===== config.mk =====
export PLATFORM = sky130hd
export DESIGN_NAME = smol_alu_arb
export DESIGN_NICKNAME = d
export VERILOG_FILES = /design/src/rtl/smol_alu_arb.sv
export SDC_FILE = /design/constraint.sdc
export NUM_CORES = 1
export LEC_CHECK = 0
export CAP_MARGIN = 20
export CORE_AREA = 3 3 106 108
export DETAILED_ROUTE_END_ITERATION = 16
export DIE_AREA = 0 0 109 111
export PLACE_DENSITY = 0.67
export SYNTH_ARGS = -nofsm -noshare
export SYNTH_HDL_FRONTEND = slang
export SYNTH_SLANG_ARGS = --single-unit

===== constraint.sdc =====
create_clock -name clk -period 2.57 [get_ports clk]
set_clock_uncertainty 0.05 [all_clocks]
set_input_delay 0.771 -clock clk [delete_from_list [all_inputs] [get_ports clk]]
set_output_delay 0.771 -clock clk [all_outputs]
set_load 0.01 [all_outputs]

===== src/rtl/smol_alu_arb.sv =====
// Two-port arbiter in front of a shared combinational smolCore ALU, with a one-entry result register.
// Optional per-requester handshake counters are enabled by defining SMOL_ALU_ARB_PERF_CNT_EN.
module smol_alu_arb #(
  parameter int DATA_W     = 32,
  parameter int OP_W       = 5,
  parameter int FIXED_PRIO = 0
) (
  input  logic              clk,
  input  logic              rst_n,
  input  logic              req0_valid,
  output logic              req0_ready,
  input  logic [OP_W-1:0]   req0_op,
  input  logic [DATA_W-1:0] req0_a,
  input  logic [DATA_W-1:0] req0_b,
  input  logic              req1_valid,
  output logic              req1_ready,
  input  logic [OP_W-1:0]   req1_op,
  input  logic [DATA_W-1:0] req1_a,
  input  logic [DATA_W-1:0] req1_b,
  output logic [DATA_W-1:0] alu_rs1,
  output logic [DATA_W-1:0] alu_rs2_or_imm,
  output logic [OP_W-1:0]   alu_op_sel,
  input  logic [DATA_W-1:0] alu_out,
  output logic              rsp_valid,
  input  logic              rsp_ready,
  output logic              rsp_id,
  output logic [DATA_W-1:0] rsp_data
`ifdef SMOL_ALU_ARB_PERF_CNT_EN
  ,
  input  logic              perf_clr,
  output logic [15:0]       perf_cnt0,
  output logic [15:0]       perf_cnt1
`endif
);

  logic              r_rsp_valid;
  logic              r_rsp_id;
  logic [DATA_W-1:0] r_rsp_data;
  logic              r_rr_last;

  logic w_free;
  logic w_gnt_vld;
  logic w_gnt_id;
  logic w_hs;

  // Result slot can take a new result when empty or being drained this cycle.
  assign w_free = !r_rsp_valid || rsp_ready;
  assign w_hs   = w_gnt_vld && w_free;

  // Grant selection: lone requester wins, otherwise fixed or round-robin priority.
  always_comb begin
    w_gnt_vld = 1'b0;
    w_gnt_id  = 1'b0;
    if (req0_valid && req1_valid) begin
      w_gnt_vld = 1'b1;
      w_gnt_id  = (FIXED_PRIO != 0) ? 1'b0 : ~r_rr_last;
    end else if (req0_valid) begin
      w_gnt_vld = 1'b1;
      w_gnt_id  = 1'b0;
    end else if (req1_valid) begin
      w_gnt_vld = 1'b1;
      w_gnt_id  = 1'b1;
    end else begin
      w_gnt_vld = 1'b0;
      w_gnt_id  = 1'b0;
    end
  end

  assign req0_ready = w_free && w_gnt_vld && !w_gnt_id;
  assign req1_ready = w_free && w_gnt_vld && w_gnt_id;

  // ALU operand mux; the all-ones op with zero operands makes an idle ALU output zero.
  always_comb begin
    alu_rs1        = {DATA_W{1'b0}};
    alu_rs2_or_imm = {DATA_W{1'b0}};
    alu_op_sel     = {OP_W{1'b1}};
    case ({w_gnt_vld, w_gnt_id})
      2'b10: begin
        alu_rs1        = req0_a;
        alu_rs2_or_imm = req0_b;
        alu_op_sel     = req0_op;
      end
      2'b11: begin
        alu_rs1        = req1_a;
        alu_rs2_or_imm = req1_b;
        alu_op_sel     = req1_op;
      end
      default: begin
        alu_rs1        = {DATA_W{1'b0}};
        alu_rs2_or_imm = {DATA_W{1'b0}};
        alu_op_sel     = {OP_W{1'b1}};
      end
    endcase
  end

  // Result register and round-robin history; priority only rotates on a handshake.
  always_ff @(posedge clk or negedge rst_n) begin
    if (!rst_n) begin
      r_rsp_valid <= 1'b0;
      r_rsp_id    <= 1'b0;
      r_rsp_data  <= {DATA_W{1'b0}};
      r_rr_last   <= 1'b1;
    end else if (w_hs) begin
      r_rsp_valid <= 1'b1;
      r_rsp_id    <= w_gnt_id;
      r_rsp_data  <= alu_out;
      r_rr_last   <= w_gnt_id;
    end else if (rsp_ready) begin
      r_rsp_valid <= 1'b0;
    end else begin
      r_rsp_valid <= r_rsp_valid;
    end
  end

  assign rsp_valid = r_rsp_valid;
  assign rsp_id    = r_rsp_id;
  assign rsp_data  = r_rsp_data;

`ifdef SMOL_ALU_ARB_PERF_CNT_EN
  logic [15:0] r_perf_cnt0;
  logic [15:0] r_perf_cnt1;

  // Saturating handshake counters; clear wins over a same-cycle increment.
  always_ff @(posedge clk or negedge rst_n) begin
    if (!rst_n) begin
      r_perf_cnt0 <= 16'd0;
      r_perf_cnt1 <= 16'd0;
    end else if (perf_clr) begin
      r_perf_cnt0 <= 16'd0;
      r_perf_cnt1 <= 16'd0;
    end else begin
      if (w_hs && !w_gnt_id && (r_perf_cnt0 != 16'hFFFF)) begin
        r_perf_cnt0 <= r_perf_cnt0 + 16'd1;
      end else begin
        r_perf_cnt0 <= r_perf_cnt0;
      end
      if (w_hs && w_gnt_id && (r_perf_cnt1 != 16'hFFFF)) begin
        r_perf_cnt1 <= r_perf_cnt1 + 16'd1;
      end else begin
        r_perf_cnt1 <= r_perf_cnt1;
      end
    end
  end

  assign perf_cnt0 = r_perf_cnt0;
  assign perf_cnt1 = r_perf_cnt1;
`endif

endmodule


==> metrics.md, run 1 <==
| Metric | Value |
|---|---|
| Status | `complete, no violations` |
| Share of layout cells above drive strength 1 | `28.9%` |
| Tmin final | `2.56 ns` |
| GR Overflow Total | `0` |
| Startpoint types | `input port` |
| Seq/Total Area, Yosys | `about 42%` |
| Max FO, Critical Path | `6` |
| Worst EP arrival | `~1.7 ns` |
| Combinational group share of total power | `52.5%` |
| Sw Share | `a little under 30%` |
| Post-synthesis compound-gate area fraction | `29.9%` |
| RSZ-0062 raised after global routing | `yes` |
| Root Driver | `clkbuf_8` |
| Vias in the first global route | `around 3000` |
| Netlist Area Pre-Place | `around 2100 um^2` |
| Post-synthesis mux area share | `17.3%` |
| DIE WIDTH | `between 100 and 150 um` |
| Mapped Avg Cell Area | `about 12 um^2` |
| Pint | `about 0.0016 W` |
| Area Growth Syn to Fin | `148%` |
| Row count | `37` |
| Crit end category | `primary output` |
| Hold wc startpoint | `rsp_data[21]` |
| Max-slew violation count | `0` |
| Sequential power share | `between 20% and 30%` |
| Final hold violations | `0` |
| Reg-to-Reg End | `rsp_data[14]` |
| Adder-Cell Fraction of Synth Area | `0%` |
| Largest family of logic cells by synthesized area | `compound AO/OA/AOI/OAI gates` |
| Synth Net Count | `about 340` |
| Total of max-cap violations | `0` |
| CP required | `1.75 ns` |
| Die height | `about 110 um` |
| Yosys cell types | `16` |
| Commonest non-fill, non-tap cell in the layout | `clkdlybuf4s50_1` |
| Fin crit share | `a little under 100%` |
| DR iter-0 viols | `~130` |
| WS Path Type | `in -> out` |
| Port Buffers | `~280` |
| Largest net degree at the start of global routing | `36` |
| Asr flop ratio synth | `100%` |
| Synthesized flop and latch total | `35` |
| P_sw | `approximately 0.00067 W` |
| Relative max-transition margin | `a little over two thirds` |
| Antenna violations before repair | `0` |
| CTS tree | `yes` |
| Final nets | `approximately 650` |
| Post-synth EDFFs | `0` |
| Primary FF master, synth | `dfrtp_1` |
| Min-Delay Path Depth | `1` |
| PD cells | `~440 nW/um^2` |
| Critical Path Max Stage Delay | `between 0.2 and 0.3 ns` |
| Worst vdd ir | `0.000347 V` |
| Clk slew on worst S/H paths | `around 0.07 ns` |
| Vias per cell | `approximately 4.5` |
| Max clock buf depth | `2` |
| Clock Sinks | `35` |
| Initial Utilization | `between 20% and 30%` |
| Synth warn | `0` |
| Clock Latency Late Sink | `between 0.2 and 0.3 ns` |
| Number of routed nets with antenna violations | `0` |
| Number of cells on the worst reg-to-reg path | `5` |
| Post-layout util | `50.1%` |
| Worst path bufs/invs | `3` |
| Post-Synth Simple-Gate Area | `3.61%` |
| Path category of the worst min-delay check | `reg -> reg` |
| Leakage power | `~2.3 nW` |
| Xor and xnor area share after synthesis | `0%` |
| First drt pass iteration count | `4` |
| GRT Overall Usage | `17.4%` |
| Syn Inst Count | `169` |
| # hold bufs at CTS | `0` |
| # H-tree levels | `2` |
| Most frequent cells in the layout | `205 x clkdlybuf4s50_1, 65 x a22o_1, 54 x buf_2` |
| First-pass GRT wire length | `approximately 16000 um` |
| Hold WS | `~0.44 ns` |
| Slowest CP cell | `bufbuf_16` |
| Placeable Area | `between 10000 and 15000 um^2` |
| CTS Buf Count | `5` |
| Reg-to-Reg Start | `rsp_valid` |
| Drt wl/cell | `roughly 19 um` |
| Hold Crit Endpoint | `rsp_data[21]` |
| Least-Margin Pin Slew | `0.440 ns` |
| Max Clock Freq | `roughly 390 MHz` |
| R2R Setup Slk | `between 0.9 and 1 ns` |
| Clock power frac | `between 15 and 20%` |
| RePlAce Congestion | `approximately 0.82` |
| Critical Path, Cell by Cell | `buf_6 > nand2b_4 > and2_4 > bufbuf_16 > a22o_1 > buf_2` |
| Family with the most delay on the worst path | `buffers and inverters` |
| Drt total wl | `~11000 um` |
| # DRC | `0` |
| Die area | `12100 um^2` |
| Post-DP HPWL | `8970 um` |
| Total number of vias | `approximately 2700` |
| Top-Level Pins | `between 200 and 300` |
| Final setup viols | `0` |
| Ant diodes | `0` |
| Total power | `between 0.002 and 0.0025 W` |
[synth_stat cells (2+ instances only)]
master    instances  share of area, %
buf_6            10               5.4
nor2_1            3              0.54
o22a_1            5               2.1
nand2b_1          2              0.60
buf_2             6               1.4
dfrtp_1          34                41
nand2_1           5              0.90
mux2_2           22                12
and2_1            2              0.60
mux2_1           10               5.4
a22o_1           65                27
[cell families (layout without fill, tap and decap cells)]
logic type             Yosys count  in the layout
buffers and inverters           17            318
flip-flops                      35             35
AND/OR/NAND/NOR                 14             14
multiplexers                    32             32
AO/OA/AOI/OAI                   71             71
[state kept, by name, indices dropped and copies added, names as in the netlist]
register and flops:
rsp_valid 1, r_rr_last 1, rsp_data 32, rsp_id 1
[worst max-delay path by stage]
stage,from,end,cells after the start
floorplan,req1_valid,alu_rs1[0],5
detailed placement,req0_valid,alu_rs1[24],6
global route,r_rr_last,alu_rs2_or_imm[14],5
finish,req1_valid,alu_rs2_or_imm[14],6
global placement,req0_valid,alu_rs1[24],6
CTS,r_rr_last,alu_rs1[10],5
[power by group through the flow]
stage | combinational, W | sequential [W] | clock (W)
floorplan | 0.000384 | 0.000714 | 0
global placement | 0.00116 | 0.000677 | 0
detailed placement | 0.00117 | 0.000681 | 0
CTS | 0.00120 | 0.000673 | 0.000415
global route | 0.00126 | 0.000683 | 0.000443
finish | 0.00119 | 0.000672 | 0.000402
[what timing repair did]
action,in CTS,in global routing
pin swaps,7,24
resized for setup,288,17
setup buffers,11,3
setup endpoints to repair,71,59
gates cloned,6,1
[metrics by stage]
stage	setup slack (ns)	setup TNS, ns	cell area [um^2]	cells
floorplan	0.237	0	2080	169
global placement	-0.841	-53.51	5050	580
detailed placement	-0.837	-53.82	5050	580
CTS	-0.0207	-0.109	5170	604
global route	-0.0657	-0.990	5170	606
finish	0.0143	0	5170	606
[final cells by class]
type	instances	area, um^2
Timing Repair Buffer	311	2950
Clock inverter	1	5.00
Multi-Input combinational cell	117	1090
Fill cell	961	5150
Tap cell	136	170
Sequential cell	35	877
Clock buffer	6	82.6
[routing by layer]
metal  track usage [%]  up-vias  share of wire [%]
met5                 0        -                  0
li1                  -     1269                  -
met4              4.12        0                1.8
met1              16.5     1303                 34
met2              35.3      149                 55
met3              4.78       15                9.5
Note: power is estimated with default switching activity, not from simulation.
==> inputs of run 2 (changes only) <==
--- a/config.mk
+++ b/config.mk
@@ -13,3 +13,4 @@
 export SYNTH_ARGS = -nofsm -noshare
 export SYNTH_HDL_FRONTEND = slang
 export SYNTH_SLANG_ARGS = --single-unit
+export TNS_END_PERCENT = 20
==> run 2 against run 1 <==
Effect of this change: wire length fell by 0.52%; non-clock buffer count fell by 3; die area did not move; first-iteration DRC count rose by 6.9%; hold slack got worse by 0.00061 ns; cell count fell by 0.50%; design area fell by 0.48%; worst setup slack got worse by 0.0064 ns; core utilization fell by 0.24 points.
==> metrics.md, run 2 (same netlist as run 1, synthesis figures left out) <==
| Metric | Value |
|---|---|
| Root Driver | `clkbuf_8 (unchanged)` |
| PD cells | `437 nW/um^2 (about the same)` |
| DR iter-0 viols | `140 (was 131)` |
| Relative max-transition margin | `70.5% (was 70.7%)` |
| RePlAce Congestion | `0.823 (unchanged)` |
| Clk slew on worst S/H paths | `0.07 ns (about the same)` |
| Fin crit share | `99.7% (was 99.4%)` |
| Clock Latency Late Sink | `0.28 ns (about the same)` |
| Status | `complete, no violations (unchanged)` |
| Critical Path Max Stage Delay | `0.22 ns (was 0.28 ns)` |
| Commonest non-fill, non-tap cell in the layout | `clkdlybuf4s50_1 (unchanged)` |
| Cells after DPL | `580 (unchanged)` |
| Least-Margin Pin Slew | `0.443 ns (was 0.440 ns)` |
| Max FO, Critical Path | `6 (unchanged)` |
| # H-tree levels | `2 (unchanged)` |
| Max-slew violation count | `0 (unchanged)` |
| R2R Setup Slk | `0.97 ns (about the same)` |
| Die area | `12100 um^2 (unchanged)` |
| Setup TNS | `0 ns (unchanged)` |
| Largest net degree at the start of global routing | `36 (unchanged)` |
| Die height | `111 um (unchanged)` |
| Critical Path, Cell by Cell | `buf_6 > nand2b_4 > and2_4 > buf_12 > buf_8 > a22o_1 > buf_2 (was buf_6 > nand2b_4 > and2_4 > bufbuf_16 > a22o_1 > buf_2)` |
| Max Clock Freq | `390 MHz (was 391 MHz)` |
| Fillers | `963 (was 961)` |
| Crit end category | `primary output (unchanged)` |
| Post-DP HPWL | `8970 um (unchanged)` |
| First-pass GRT wire length | `16200 um (unchanged)` |
| WS Path Type | `in -> out (unchanged)` |
| Initial Utilization | `20.2% (unchanged)` |
| Share of layout cells above drive strength 1 | `28.3% (was 28.9%)` |
| Slowest CP cell | `a22o_1 (was bufbuf_16)` |
| Clock Sinks | `35 (unchanged)` |
| Drt total wl | `11400 um (about the same)` |
| Leakage power | `2.27 nW (was 2.29 nW)` |
| Max reg flops | `32 (unchanged)` |
| Total number of vias | `2709 (was 2736)` |
| Startpoint types | `input port (unchanged)` |
| # hold bufs at CTS | `0 (unchanged)` |
| Total of max-cap violations | `0 (unchanged)` |
| CP required | `1.75 ns (about the same)` |
| # DRC | `0 (unchanged)` |
| Top-Level Pins | `280 (unchanged)` |
| Antenna violations before repair | `0 (unchanged)` |
| Number of routed nets with antenna violations | `0 (unchanged)` |
| Final hold violations | `0 (unchanged)` |
| Final nets | `642 (was 645)` |
| Tmin final | `2.56 ns (about the same)` |
| Placeable Area | `10300 um^2 (unchanged)` |
| Worst EP arrival | `1.74 ns (was 1.73 ns)` |
| Family with the most delay on the worst path | `buffers and inverters (unchanged)` |
| CTS tree | `yes (unchanged)` |
| Total power | `0.00225 W (was 0.00226 W)` |
| DIE WIDTH | `109 um (unchanged)` |
| CTS Buf Count | `5 (unchanged)` |
| RSZ-0062 raised after global routing | `yes (unchanged)` |
| Most frequent cells in the layout | `205 x clkdlybuf4s50_1, 65 x a22o_1, 54 x buf_2 (unchanged)` |
| GR Overflow Total | `0 (unchanged)` |
| Port Buffers | `279 (unchanged)` |
| Ant diodes | `0 (unchanged)` |
| Row count | `37 (unchanged)` |
| Drt wl/cell | `18.9 um (about the same)` |
| Worst path bufs/invs | `4 (was 3)` |
| Vias in the first global route | `2946 (unchanged)` |
| First drt pass iteration count | `4 (unchanged)` |
| Vias per cell | `4.49 (was 4.51)` |
| Area Growth Syn to Fin | `147% (was 148%)` |
| Final setup viols | `0 (unchanged)` |
| Path category of the worst min-delay check | `reg -> reg (unchanged)` |
| Worst vdd ir | `0.000346 V (was 0.000347 V)` |
| GRT Overall Usage | `17.4% (unchanged)` |
| Max clock buf depth | `2 (unchanged)` |
| Post-Layout Cell Count | `603 (was 606)` |
-- run 2: cell types whose count changed in the layout (fill, tap and decap cells not counted), sizes merged --
cell,delta
clkdlybuf4s15,+1
buf,-3
clkbuf,-1
-- run 2: repair_timing --
| action | 4_1_cts | 5_1_grt |
|---|---|---|
| endpoints found under the hold margin | 0 | 0 |
| resized for setup | 287 | 14 |
| cloned | 6 | 0 |
| setup buffers | 11 | 1 |
| endpoints found under the setup margin | 71 | 58 |
| pin swaps | 7 | 21 |
-- run 2: area by class of cell --
cell class              instances  area (um^2)  share of cell area [%]
well taps                     136          170                    3.31
clock buffers                   6         82.6                    1.61
multi-input cells             117         1090                    21.1
flip-flops and latches         35          877                    17.0
repair buffers                308         2920                    56.8
clock inverters                 1         5.00                  0.0973
-- run 2: worst paths after layout --
path | from | endpoint | cells past startpoint
min in group asynchronous | rst_n | rsp_data[6] | 2
worst max-delay path | req1_valid | alu_rs1[19] | 7
worst max register to register | rsp_valid | rsp_data[14] | 5
worst min-delay path | rsp_data[21] | rsp_data[21] | 1
max in group asynchronous | rst_n | r_rr_last | 2
worst min register to register | rsp_data[21] | rsp_data[21] | 1
-- run 2: through the flow --
| stage | utilization (%) | hold WS (ns) | worst slack (ns) | area, um^2 |
|---|---|---|---|---|
| 2_1_floorplan | - | 0.420 | 0.237 | 2080 |
| 6_report | 49.8 | 0.436 | 0.00788 | 5140 |
| 4_1_cts | 50.0 | 0.442 | -0.0207 | 5160 |
| 5_1_grt | 49.8 | 0.449 | -0.0657 | 5140 |
| 3_3_place_gp | 48.9 | 0.419 | -0.841 | 5050 |
| 3_5_place_dp | 48.9 | 0.426 | -0.837 | 5050 |
-- run 2: layer usage --
metal	share of wire, %	routed length [um]	track usage, %
met4	1.9	212	4.12
met2	55	6260	35.3
met5	0	0	0
met3	9.5	1090	4.78
met1	34	3830	16.5
-- run 2: where the power goes --
group | internal (W) | leakage, nW | switching [W]
combinational | 0.000741 | 1.82 | 0.000436
clock | 0.000210 | 0.0470 | 0.000190
sequential | 0.000631 | 0.405 | 0.0000405
total | 0.00158 | 2.27 | 0.000667
